File: src/rtl/correlator_input_cond.sv
// rtl/correlator_input_cond.sv - probe input conditioning: sync, invert, glitch filter, edge stretch, edge counters
//
// Purpose
//   Conditions the two asynchronous probe pins feeding the correlator's
//   i_x/i_y sampling inputs. Each channel runs through:
//     sync chain -> optional invert -> glitch filter -> level or stretched edge pulse
//   and keeps a wrapping 8-bit count of qualifying edges.
//
// Ports
//   i_clk         clock
//   i_rst         asynchronous active-high reset, clears every flop
//   i_cg          clock-gate enable, all state holds while low
//   i_selftest    (only with CORRELATOR_INPUT_COND_SELFTEST_EN) LFSR replaces the pins
//   i_xPin/i_yPin raw asynchronous probes
//   i_invertX/Y   invert the channel after the synchronizer
//   i_filterLen   glitch-filter length in cycles (0 and 1 mean no filtering)
//   i_mode        0=level, 1=rise, 2=fall, 3=any edge (both channels)
//   i_stretchLen  edge-mode pulse length minus 1
//   i_clrCounts   synchronous clear of both edge counters
//   o_x/o_y       conditioned outputs (registered)
//   o_xEdges/Y    wrapping qualifying-edge counts
//
// Configuration
//   CORRELATOR_INPUT_COND_SELFTEST_EN: adds i_selftest and a 16-bit Fibonacci
//   LFSR (taps 16,14,13,11, seed 16'hACE1) as an alternative source.

`timescale 1ns/1ps

module correlator_input_cond #(
    parameter int SYNC_STAGES = 2,
    parameter int FILTER_W    = 4,
    parameter int STRETCH_W   = 8
) (
    input  logic                 i_clk,
    input  logic                 i_rst,
    input  logic                 i_cg,
`ifdef CORRELATOR_INPUT_COND_SELFTEST_EN
    input  logic                 i_selftest,
`endif
    input  logic                 i_xPin,
    input  logic                 i_yPin,
    input  logic                 i_invertX,
    input  logic                 i_invertY,
    input  logic [FILTER_W-1:0]  i_filterLen,
    input  logic [1:0]           i_mode,
    input  logic [STRETCH_W-1:0] i_stretchLen,
    input  logic                 i_clrCounts,
    output logic                 o_x,
    output logic                 o_y,
    output logic [7:0]           o_xEdges,
    output logic [7:0]           o_yEdges
);

    localparam logic [1:0] MODE_LEVEL = 2'd0;
    localparam logic [1:0] MODE_RISE  = 2'd1;
    localparam logic [1:0] MODE_FALL  = 2'd2;
    localparam logic [1:0] MODE_ANY   = 2'd3;

    // Channel 0 is X, channel 1 is Y.
    logic [1:0] pin_w;
    logic [1:0] invert_w;
    logic [1:0] out_w;
    logic [7:0] edges_w [2];

    assign pin_w    = {i_yPin, i_xPin};
    assign invert_w = {i_invertY, i_invertX};

    // Mismatch count at which the filter flips. L = max(i_filterLen, 1), so
    // lengths 0 and 1 both flip on the first mismatching cycle. A >= compare
    // (rather than ==) lets a shortened length take effect immediately even
    // if the running count is already past the new limit.
    logic [FILTER_W-1:0] filt_limit_w;
    assign filt_limit_w = (i_filterLen == '0) ? '0 : (i_filterLen - FILTER_W'(1));

`ifdef CORRELATOR_INPUT_COND_SELFTEST_EN
    // Self-test source: Fibonacci LFSR, x^16 + x^14 + x^13 + x^11 + 1.
    // Y sees the X bit one cycle late so the two channels are decorrelated
    // by a known lag.
    logic [15:0] lfsr_q;
    logic [15:0] lfsr_d;
    logic        lfsr_y_q;
    logic [1:0]  lfsr_bit_w;

    always_comb begin
        lfsr_d = {lfsr_q[14:0], lfsr_q[15] ^ lfsr_q[13] ^ lfsr_q[12] ^ lfsr_q[10]};
    end

    always_ff @(posedge i_clk or posedge i_rst) begin
        if (i_rst) begin
            lfsr_q   <= 16'hACE1;
            lfsr_y_q <= 1'b0;
        end else if (i_cg) begin
            lfsr_q   <= lfsr_d;
            lfsr_y_q <= lfsr_q[0];
        end
    end

    assign lfsr_bit_w = {lfsr_y_q, lfsr_q[0]};
`endif

    for (genvar ch = 0; ch < 2; ch++) begin : g_ch
        logic [SYNC_STAGES-1:0] sync_q;
        logic                   src_w;
        logic                   s_w;

        logic                   filt_q, filt_d;
        logic [FILTER_W-1:0]    cnt_q, cnt_d;
        logic                   prev_q;
        logic [STRETCH_W-1:0]   str_q, str_d;
        logic                   out_q, out_d;
        logic [7:0]             edges_q, edges_d;

        logic                   rise_w;
        logic                   fall_w;
        logic                   qual_w;

`ifdef CORRELATOR_INPUT_COND_SELFTEST_EN
        assign src_w = i_selftest ? lfsr_bit_w[ch] : sync_q[SYNC_STAGES-1];
`else
        assign src_w = sync_q[SYNC_STAGES-1];
`endif
        assign s_w = src_w ^ invert_w[ch];

        always_comb begin
            rise_w = filt_q & ~prev_q;
            fall_w = ~filt_q & prev_q;

            case (i_mode)
                MODE_RISE: qual_w = rise_w;
                MODE_FALL: qual_w = fall_w;
                MODE_ANY:  qual_w = rise_w | fall_w;
                default:   qual_w = 1'b0;
            endcase

            // Glitch filter: filt only follows s after L consecutive
            // mismatching cycles; any agreement restarts the count.
            filt_d = filt_q;
            cnt_d  = cnt_q;
            if (s_w == filt_q) begin
                cnt_d = '0;
            end else if (cnt_q >= filt_limit_w) begin
                filt_d = ~filt_q;
                cnt_d  = '0;
            end else begin
                cnt_d = cnt_q + FILTER_W'(1);
            end

            // Output stage. In level mode the stretch counter is left alone
            // so a later switch back to an edge mode resumes where it was.
            str_d = str_q;
            out_d = out_q;
            if (i_mode == MODE_LEVEL) begin
                out_d = filt_q;
            end else if (qual_w) begin
                // Retrigger reloads, so overlapping pulses merge.
                str_d = i_stretchLen;
                out_d = 1'b1;
            end else if (str_q != '0) begin
                str_d = str_q - STRETCH_W'(1);
                out_d = 1'b1;
            end else begin
                out_d = 1'b0;
            end

            // Clear wins over a coincident edge.
            if (i_clrCounts) begin
                edges_d = '0;
            end else if (qual_w) begin
                edges_d = edges_q + 8'd1;
            end else begin
                edges_d = edges_q;
            end
        end

        always_ff @(posedge i_clk or posedge i_rst) begin
            if (i_rst) begin
                sync_q  <= '0;
                filt_q  <= 1'b0;
                cnt_q   <= '0;
                prev_q  <= 1'b0;
                str_q   <= '0;
                out_q   <= 1'b0;
                edges_q <= '0;
            end else if (i_cg) begin
                sync_q  <= {sync_q[SYNC_STAGES-2:0], pin_w[ch]};
                filt_q  <= filt_d;
                cnt_q   <= cnt_d;
                prev_q  <= filt_q;
                str_q   <= str_d;
                out_q   <= out_d;
                edges_q <= edges_d;
            end
        end

        assign out_w[ch]   = out_q;
        assign edges_w[ch] = edges_q;
    end

    assign o_x      = out_w[0];
    assign o_y      = out_w[1];
    assign o_xEdges = edges_w[0];
    assign o_yEdges = edges_w[1];

endmodule

File: config.mk
export PLATFORM = sky130hd
export DESIGN_NAME = correlator_input_cond
export DESIGN_NICKNAME = d
export VERILOG_FILES = /design/src/rtl/correlator_input_cond.sv
export SDC_FILE = /design/constraint.sdc
export NUM_CORES = 1
export LEC_CHECK = 0
export CORE_AREA = 2 2 65 97
export CTS_CLUSTER_DIAMETER = 80
export DETAILED_ROUTE_END_ITERATION = 7
export DIE_AREA = 0 0 67 99
export PLACE_DENSITY = 0.78
export SYNTH_ARGS = -nofsm -noshare
export SYNTH_HDL_FRONTEND = slang
export SYNTH_SLANG_ARGS = --single-unit
File: constraint.sdc
create_clock -name i_clk -period 2.2 [get_ports i_clk]
set_input_delay 0.44 -clock i_clk [delete_from_list [all_inputs] [get_ports i_clk]]
set_output_delay 0.44 -clock i_clk [all_outputs]
set_load 0.02 [all_outputs]
# Yosys cells after proc, flatten, opt, wreduce, memory -nomap -nowiden
# Index checks and enable logic that the tools add are counted.
# Widths: inputs -> output; s select.
# op_classes
n_addsub,7
reduce_logical,14
mux,21
n_bitwise,15
n_eq_ne,5
multipliers,0
order_cmp,2
shifts,0
div_mod_pow,0
# ops
cell,count
$mux 8,8
$mux 4,5
$add 8x1->8 const B,2
$reduce_bool 8->1,2
$sub 8x1->8 const B,2
$reduce_and 3->1,4
$add 4x1->4 const B,2
$ge 4x4->1,2
$reduce_bool 2->1,4
$not 1->1,7
$mux 1,6
$pmux 1 s3,2
$and 1x1->1,4
$eq 2x2->1 const B,2
$logic_not 4->1,1
$reduce_and 2->1,2
$sub 4x1->4 const B,1
$eq 1x1->1,2
$eq 2x1->1 const B,1
$logic_not 2->1,1
$or 1x1->1,2
$xor 1x1->1,2
# word_totals
reg_bits,50
in_bits,22
latchBits,0
elab_cells,78
ramBits,0
out_inout_bits,18
memories,0
romBits,0

# Depth between registers and ports, before layout
# Gate-level depths: netlist of the first run.
# logic_depth
word_depth,6
ltp_mapped,8
ltp_nobuf,8

# Least setup slack after synthesis of the first run
# OpenSTA, ideal clock, no wires.
# synth_path
path_type,input port to flip-flop
from,input port i_filterLen[3]
to,register g_ch[1].cnt_q[3]
n_path_buf,0
setup_time_ns,0.091
setup_slack_ns,0.003
t_required_ns,2.109
cell_stages,8
t_arrival_ns,2.106
path_cell_list,nor3_1 nor2_1 ha_1 nand2b_1 a2111oi_2 o211ai_1 or3_1 o221ai_1
# synth_between
elab_chain_cells,5
word_cells_on_any_way,6
classes_between,add/sub (1); order compare (1); mux (3); reduce/logical (1)
# synth_lines
element,line,rtl
from (decl),44,"input logic [FILTER_W-1:0] i_filterLen,"
$sub 4x1->4 or $logic_not 4->1 (tied branches),73,assign filt_limit_w = (i_filterLen == '0) ? '0 : (i_filterLen - FILTER_W'(1));
$mux 4 *,73,
$ge 4x4->1 *,141,end else if (cnt_q >= filt_limit_w) begin
$mux 4 *,141,
$mux 4 *,139,if (s_w == filt_q) begin
to (signal assigned),187,cnt_q <= cnt_d;
to (decl),107,"logic [FILTER_W-1:0] cnt_q, cnt_d;"
# Mark *: on every way between the ends. The rest lies on a longest branch, timed or not.
# A chain may end at the register's enable or synchronous reset.

# Final worst setup path of the first run
# layout_path
from,input port i_filterLen[1]
to,register g_ch[1].cnt_q[3]
# The elaborated chain is that of the path after synthesis.

==> results.py, run 1 <==
metrics = {
    "die": {
        "coreArea_sq_um": 5790,
        "fp.dieW_um": 67,
        "dieHeight_um": 99,
        "initial_core_util_pct": 54.1,
        "io_pins": 40,
        "dieArea_sq_um": 6630,
        "rows": 34,
    },
    "grt": {
        "grt_pass1_vias": 2752,
        "overflow": 0,
        "antenna_found_initial": 0,
        "grt_use_total_pct": 25.2,
        "grt_start_max_net_pins": 32,
        "grt_pass1_wl_um": 12900,
    },
    "timing": {
        "tns_ns": 0,
        "finalCriticalPeriod_ns": 2.17,
        "tightest_slew_ns": 0.626,
        "hold_violations": 0,
        "setup_viol": 0,
        "fmax_mhz": 460,
        "slew_headroom_pct": 57.9,
        "slew_violations": 0,
        "min_period_over_period_pct": 98.9,
        "finClkSkew_ns": 0.00667,
    },
    "drt": {
        "dr.pass1.iters": 4,
        "drc": 0,
        "drt_wl_total_um": 7790,
        "vias": 2797,
        "detailedRoute.firstIterationViolations": 148,
        "ant_nets": 0,
        "wire_per_inst_um": 16.1,
        "viasPerCell": 5.78,
    },
    "placed_design": {
        "dpl_cell_area_sq_um": 3850,
        "dp.cells": 475,
        "dp_hpwl_um": 5870,
        "gp_congestion": 0.927,
        "portBuffers": 39,
    },
    "power": {
        "power_frac_comb_pct": 49.2,
        "irDropWorstVdd_mv": 0.660,
        "p_clk_share_pct": 12.7,
        "switching_share_pct": 40.2,
        "cell_internal_pwr_mw": 2.43,
        "power_leakage_nw": 1.79,
        "p_per_area_nw_per_um2": 1020,
        "switchingPower_mw": 1.64,
        "pwr-share-seq_pct": 38.1,
    },
    "clocking": {
        "clkTransAtPathRegs_ns": 0.09,
        "cts_tree": "yes",
        "cts.hold.buffers_added": 0,
        "cts_sinks": 50,
        "cts_root_buffer": "clkbuf_8",
        "htree_levels": 2,
        "cts_buffer_depth": 2,
        "clkLatencyLatePin_ns": 0.30,
        "cts-buffers-inserted": 5,
    },
    "critical_path": {
        "cp-start-kind": "primary input",
        "ff2ff_path_depth": 8,
        "crit_path_end_kind": "flop",
        "worst_ep_required_time_ns": 2.42,
        "r2r-start": "g_ch[1].str_q[0]$_DFFE_PP0P_",
        "timing.rr.end": "g_ch[1].str_q[3]$_DFFE_PP0P_",
        "slowest_delay_ns": 0.36,
        "cpMaxStageDelayCell": "or3_1",
        "critical_path_class": "primary input to flop",
        "critPathMostFrequentCell": "buf_4",
        "cp_cell_sequence": "dlygate4sd2_1 > buf_4 > o31ai_1 > buf_4 > ha_2 > o21a_1 > nor2_2 > o211ai_1 > or3_1 > o221ai_1",
        "worstPathArrival_ns": 2.40,
        "crit_path_max_fanout": 3,
        "reg2reg_setup_slack_ns": 0.13,
    },
    "final_layout": {
        "final_area_sq_um": 4010,
        "instances_no_fill": 484,
        "nFillCells": 465,
        "syn_to_final_growth_pct": 27.9,
        "layout-drive-gt1-share_pct": 18.7,
        "diodes": 0,
        "nets": 452,
    },
    "logic_synthesis": {
        "synthCells": 338,
        "ys_ff_latch": 50,
        "synth_edf_count": 0,
        "synth_ff_type": "dfrtp_1",
        "synth_seq_area_share_pct": 40.0,
        "syn_nets": 378,
        "ys_types": 60,
        "synth_area_leader_cell": "dfrtp_1",
        "yosysWarnings": 0,
        "synth_common_cells": "dfrtp_1, o21ai_0, inv_1",
        "synth_most_common_cell": "dfrtp_1",
        "synthesis.area_sq_um": 3130,
        "async_flop_share_pct": 100,
        "synth_area_leaders": "dfrtp_1, ha_1, o21ai_0",
        "synth.avg_cell_area_sq_um": 9.27,
        "synth_top_area_share_pct": 40.0,
    },
    "job": {
        "cap_violations": 0,
    },
    "status": {
        "run_status": "finished clean",
    },
    "hold_path": {
        "hold_path.class": "primary input to asynchronous set/reset pin",
    },
}
-- registers in the layout (all words and copies together) (netlist names) --
name         cells
g_ch.sync_q      4
g_ch.cnt_q       8
o_xEdges         8
o_x              1
g_ch.filt_q      2
o_y              1
o_yEdges         8
g_ch.str_q      16
g_ch.prev_q      2
-- metrics by stage --
stage | power (mW) | util, % | worst slack [ns] | hold WS, ns
global placement | 3.35 | 66.5 | -0.455 | 0.484
floorplan | 2.70 | - | 0.00270 | 0.471
finish | 4.07 | 69.2 | 0.0251 | 0.460
detailed placement | 3.44 | 66.5 | -0.565 | 0.491
global route | 4.38 | 69.2 | -0.0407 | 0.496
CTS | 4.04 | 68.8 | 0.0590 | 0.479
-- worst max-delay path, delay by kind of cell --
family | cells | cell delay, ns
adders and majority gates | 1 | 0.26
and+or+nand+nor | 2 | 0.50
AOI/OAI and AO/OA | 4 | 0.58
buffers and inverters | 3 | 0.61
-- cell type report --
| class | count | area (sq um) | area share [%] |
|---|---|---|---|
| repair buffers | 79 | 696 | 17.4 |
| flip-flops and latches | 50 | 1250 | 31.2 |
| clock buffers | 7 | 76.3 | 1.91 |
| well taps | 72 | 90.1 | 2.25 |
| inverters | 26 | 97.6 | 2.44 |
| multi-input cells | 250 | 1790 | 44.8 |
-- power groups by stage --
stage / Combinational, mW / Sequential [mW] / Clock [mW]
after CTS: 1.96 / 1.55 / 0.526
after floorplan: 1.12 / 1.58 / 0
after global placement: 1.80 / 1.55 / 0
final: 2.00 / 1.55 / 0.516
after detailed placement: 1.87 / 1.57 / 0
after global routing: 2.21 / 1.60 / 0.572
-- layout by cell type, fill, tap and decap left out, types with 10 or more instances in the layout --
| cell type | instances |
|---|---|
| dfrtp_1 | 50 |
| buf_4 | 39 |
| clkdlybuf4s50_1 | 35 |
| inv_1 | 25 |
| o21ai_0 | 24 |
| nor2_1 | 22 |
| a21oi_1 | 21 |
| nand2_1 | 18 |
| ha_1 | 17 |
| o22ai_1 | 12 |
| nor3_1 | 12 |
| nand3_1 | 10 |
-- repair_timing --
item                       4_1_cts  5_1_grt
setup buffers                    1        1
setup endpoints to repair       10        8
resized for setup               17        7
pin swaps                        8        7
-- worst max path at each step --
stage	start	to	slack [ns]
2_1_floorplan	i_filterLen[3]	g_ch[1].cnt_q[3]$_DFFE_PP0P_	0.003
4_1_cts	i_filterLen[0]	g_ch[1].cnt_q[3]$_DFFE_PP0P_	0.06
5_1_grt	i_filterLen[1]	g_ch[1].cnt_q[3]$_DFFE_PP0P_	-0.04
6_report	i_filterLen[1]	g_ch[1].cnt_q[3]$_DFFE_PP0P_	0.03
3_5_place_dp	i_filterLen[0]	g_ch[1].cnt_q[2]$_DFFE_PP0P_	-0.57
3_3_place_gp	i_filterLen[3]	g_ch[0].cnt_q[3]$_DFFE_PP0P_	-0.46
-- logic make-up after synthesis --
kind of cell / after synthesis / synth area share, %
XOR/XNOR: 10 / 2.80
AND/OR/NAND/NOR: 106 / 18.2
multiplexers: 15 / 5.03
buffers and inverters: 38 / 5.15
adder cells (fa/ha/maj): 18 / 7.19
AO/OA/AOI/OAI: 101 / 21.7
flip-flops: 50 / 40.0
-- per-layer routing --
metal / up-vias / wire length, um / track usage (%)
met4: 0 / 182 / 8.48
met1: 1361 / 3060 / 28.9
met2: 47 / 4310 / 45.9
li1: 1373 / - / -
met3: 16 / 238 / 4.11
met5: - / 0 / 0
Power figures use the tool's default switching activity.
==> run 2, diff against run 1 <==
--- a/config.mk
+++ b/config.mk
@@ -9,6 +9,7 @@
 export CTS_CLUSTER_DIAMETER = 80
 export DETAILED_ROUTE_END_ITERATION = 7
 export DIE_AREA = 0 0 67 99
+export GPL_ROUTABILITY_DRIVEN = 1
 export PLACE_DENSITY = 0.78
 export SYNTH_ARGS = -nofsm -noshare
 export SYNTH_HDL_FRONTEND = slang
==> results of run 2 <==
Final layout, timing and power as in run 1 (identical DEF).
==> RTL change 1, RTL diff (config.mk and constraints of run 1) <==
Set the parameter `FILTER_W` to 3 (it was 4).
--- a/src/rtl/correlator_input_cond.sv
+++ b/src/rtl/correlator_input_cond.sv
@@ -30,3 +30,3 @@
     parameter int SYNC_STAGES = 2,
-    parameter int FILTER_W    = 4,
+    parameter int FILTER_W    = 3,
     parameter int STRETCH_W   = 8
Ports: changed (resized i_filterLen); port bits go from 40 to 39. The function was not compared with the original's and may differ.
==> RTL change 1 against run 1 <==
Fmax increased by 8.6%; sequential power decreased by 5%; sequential cell count decreased by 2; critical path depth down 3; final area shrank 6.8%; global-route usage decreased by 4.0 points; power is 11% lower; worst setup slack better by 170 ps; clock power down 2%; area after synthesis fell by 5.1%; non-clock buffer count shrank 13; routed wire length decreased by 18%; sequential share of layout area rose by 0.95 points; critical path type unchanged; critical endpoint is now g_ch[0].str_q[6]; highest routed layer unchanged.
==> RTL change 1: results <==
group,metric,value,unit
outcome,outcome,"complete, no violations",
placement,post-place-cells,442,
placement,dpl_worst_slack,-377,ps
timing,finalCriticalPeriod,2000,ps
setup_path,critPathMaxStageDelay,450,ps
placement,postPlaceCellArea,3620,sq um
setup_path,crit_path_end,"g_ch[0].str_q[6]",
finish,fillers,515,
synth,synth_compound_area_frac,0.171,
synth,yosysUniqueCellTypes,49,
power,pwr-share-comb,0.457,
global_route,track_usage,0.212,
setup_path,r2r_end,"g_ch[1].str_q[4]",
finish,nets,418,
power,peakVddDrop,0.000518,V
routing,drtIter0Drc,87,
routing,drt-vias-per-instance,5.62,
power,p_per_area,974,nW/um^2
routing,wl,6.36,mm
power,p_leak,1.66,nW
global_route,grt_pass1_vias,2524,
clock_network,postCtsResizedCells,1,
placement,dp_hpwl,4.74,mm
placement,place_congestion,0.790,
synth,synth_common_cells,"dfrtp_1 (48), nand2_1 (27), o21ai_0 (24)",
setup_path,cp_max_fo,11,
setup_path,cp-startpoint,"i_mode[0]",
synth,synth.mux.area_fraction,0.0623,
power,p_switching,1.44,mW
setup_path,worst_path_max_delay_cell,"clkdlybuf4s50_1",
power,p_clk,0.507,mW
clock_network,postCtsSetupBuffers,0,
synth,synth_xor_area_frac,0.0383,
synth,synth_nets,355,
placement,io_buffers,38,
routing,wire_per_inst,14.2,microns
finish,layout-drive-gt1-share,0.149,
setup_path,critPathArrivalTime,2200,ps
synth,avgSynthCellArea,9.47,sq um
synth,yosys-top-cells-area,"dfrtp_1 (40%), ha_1 (8.4%), mux2i_1 (4.7%)",
setup_path,reg2reg_setup_slack,230,ps
timing,max_slew_margin,0.519,
synth,yosys.area_share.adder,0.0842,
synth,ys_seq_area_frac,0.404,
setup_path,rr_startpoint,"g_ch[1].filt_q",
global_route,grt_pass1_wl,11.0,mm
routing,dr.pass1.iters,5,
## RTL change 1: critical path: cells and delay by family
family | cells | cell delay (ps)
buf+inv | 2 | 610
compound gates | 5 | 1140
## RTL change 1: through the flow
stage / util / hold WS [ps]
2_1_floorplan: - / 465
3_3_place_gp: 0.625 / 481
3_5_place_dp: 0.625 / 487
4_1_cts: 0.639 / 496
5_1_grt: 0.645 / 527
6_report: 0.645 / 488
## RTL change 1: layer usage
metal | vias up | global-route usage | share of wire
met5 | - | 0 | 0
met3 | 14 | 0.0331 | 0.035
met4 | 0 | 0.0801 | 0.017
met1 | 1203 | 0.257 | 0.42
li1 | 1243 | - | -
met2 | 64 | 0.369 | 0.53
## RTL change 1: final cells by class
cell class	count	area [sq um]	share of cell area
clock buffer	6	72.6	0.0195
multi-input combinational	233	1650	0.443
inverter	23	86.3	0.0231
timing repair buffer	66	623	0.167
tap	72	90.1	0.0241
clock inverter	1	5.00	0.00134
sequential	48	1200	0.322
==> RTL change 2, RTL diff (flow settings as in run 1) <==
Made on the original files. Register the input `i_invertX` before use. The logic sees it one clock later. The other inputs are not delayed to match.
--- a/src/rtl/correlator_input_cond.sv
+++ b/src/rtl/correlator_input_cond.sv
@@ -58,2 +58,8 @@
 
+    logic i_invertX_q;
+
+    always_ff @(posedge i_clk) begin
+        i_invertX_q <= i_invertX;
+    end
+
     // Channel 0 is X, channel 1 is Y.
@@ -65,3 +71,3 @@
     assign pin_w    = {i_yPin, i_xPin};
-    assign invert_w = {i_invertY, i_invertX};
+    assign invert_w = {i_invertY, i_invertX_q};
 
Function: changed (a bounded check fails within 4 cycles, from zero or initial values and one cycle with i_rst high).
==> RTL change 2 against run 1 <==
Synthesized cell count shrank 1.8%; largest power group unchanged; worst setup slack gained 84 ps; clock skew grew 11 ps; largest cell class unchanged; area after synthesis shrank 1.4%; routed wire length shrank 11%; sequential cell count grew 1; critical endpoint is now g_ch[0].cnt_q[0]; count of clock-buffer cells in the layout shrank 2; power shrank 2.9%; final area shrank 1.1%.
==> RTL change 2: results <==
group,metric,value,unit
global_route,grt_pass1_wl,11.9,mm
setup_path,critPathArrivalTime,2330,ps
clock_network,cts_buffer_depth,2,
timing,fin_worst_skew,18.0,ps
synth,yosys-top-cells-area,"dfrtp_1 (41%), ha_1 (7.3%), o21ai_0 (3.9%)",
global_route,use_met1,0.259,
placement,dp_hpwl,5.30,mm
routing,drtIter0Drc,133,
global_route,use_met2,0.427,
power,peakVddDrop,0.000655,V
finish,fillers,481,
synth,yosysUniqueCellTypes,59,
synth,async_reset_ff_frac,0.980,
min_path,hold_class,"in2async",
global_route,track_usage,0.232,
routing,wl,6.97,mm
routing,via_count,2728,
placement,place_congestion,0.830,
placement,dpl_worst_slack,-547,ps
outcome,outcome,"complete, no violations",
synth,synth_common_cells,"dfrtp_1 (50), nand2_1 (26), inv_1 (25)",
clock_network,postCtsSetupBuffers,0,
clock_network,insertion_delay,320,ps
global_route,grt_use_met3,0.0274,
finish,layout-drive-gt1-share,0.161,
## RTL change 2: layout make-up
class	instances	area [sq um]	share of cell area
Tap cell	72	90.1	0.0227
Multi-Input combinational cell	242	1740	0.439
Clock buffer	5	68.8	0.0174
Sequential cell	51	1270	0.321
Clock inverter	3	43.8	0.0111
Timing Repair Buffer	71	656	0.165
Inverter	25	93.8	0.0237
## RTL change 2: per-stage QoR
stage | hold WS (ps) | instances | power [mW] | area [sq um]
floorplan | 442 | 332 | 2.60 | 3090
global placement | 466 | 461 | 3.15 | 3770
detailed placement | 475 | 461 | 3.23 | 3770
CTS | 446 | 469 | 3.97 | 3940
global route | 490 | 469 | 4.26 | 3960
finish | 429 | 469 | 3.95 | 3960
## RTL change 2: repair_timing
| action | in CTS | in global routing |
|---|---|---|
| endpoints found under the setup margin | 9 | 1 |
| pin swaps | 4 | 6 |
| gates resized for setup | 18 | 4 |
## RTL change 2: path summary, 6_finish.rpt
| check | endpoint | startpoint | slack, ps | depth (start not counted) |
|---|---|---|---|---|
| worst max register to register | g_ch[0].str_q[1] | g_ch[0].str_q[0] | 130 | 6 |
| worst max-delay path | g_ch[0].cnt_q[0] | i_filterLen[3] | 110 | 8 |
| min in group i_clk | g_ch[0].str_q[6] | g_ch[0].str_q[6] | 500 | 2 |
| worst min-delay path | o_yEdges[2] | i_rst | 430 | 2 |
| worst min register to register | g_ch[0].str_q[6] | g_ch[0].str_q[6] | 500 | 2 |
| max in group asynchronous | g_ch[1].str_q[0] | i_rst | 1230 | 3 |
## RTL change 2: routing by layer
metal | vias up | part of all wire
met1 | 1331 | 0.40
li1 | 1328 | -
met2 | 55 | 0.55
met4 | 0 | 0.027
met5 | - | 0
met3 | 14 | 0.027
## RTL change 2: logic make-up after synthesis
group | after synthesis | synth area share
compound gates | 99 | 0.210
xor+xnor | 8 | 0.0227
flops | 51 | 0.412
fa+ha+maj | 18 | 0.0729
mux | 14 | 0.0482
buf+inv | 39 | 0.0510
simple gates | 103 | 0.184
## RTL change 2: where the power goes
group          internal (mW)  leakage (nW)  switching (mW)  total [mW]
Clock                  0.339        0.0581           0.327       0.666
Sequential              1.22         0.637           0.308        1.53
Combinational          0.883          1.04           0.871        1.75
## RTL change 2: worst max-delay path, stage by stage
cell           delay, ps
dlygate4sd2_1        260
o21a_1               190
a21oi_1              200
ha_1                 310
a2111oi_4            360
o211ai_1             240
buf_4                200
mux2i_1              120
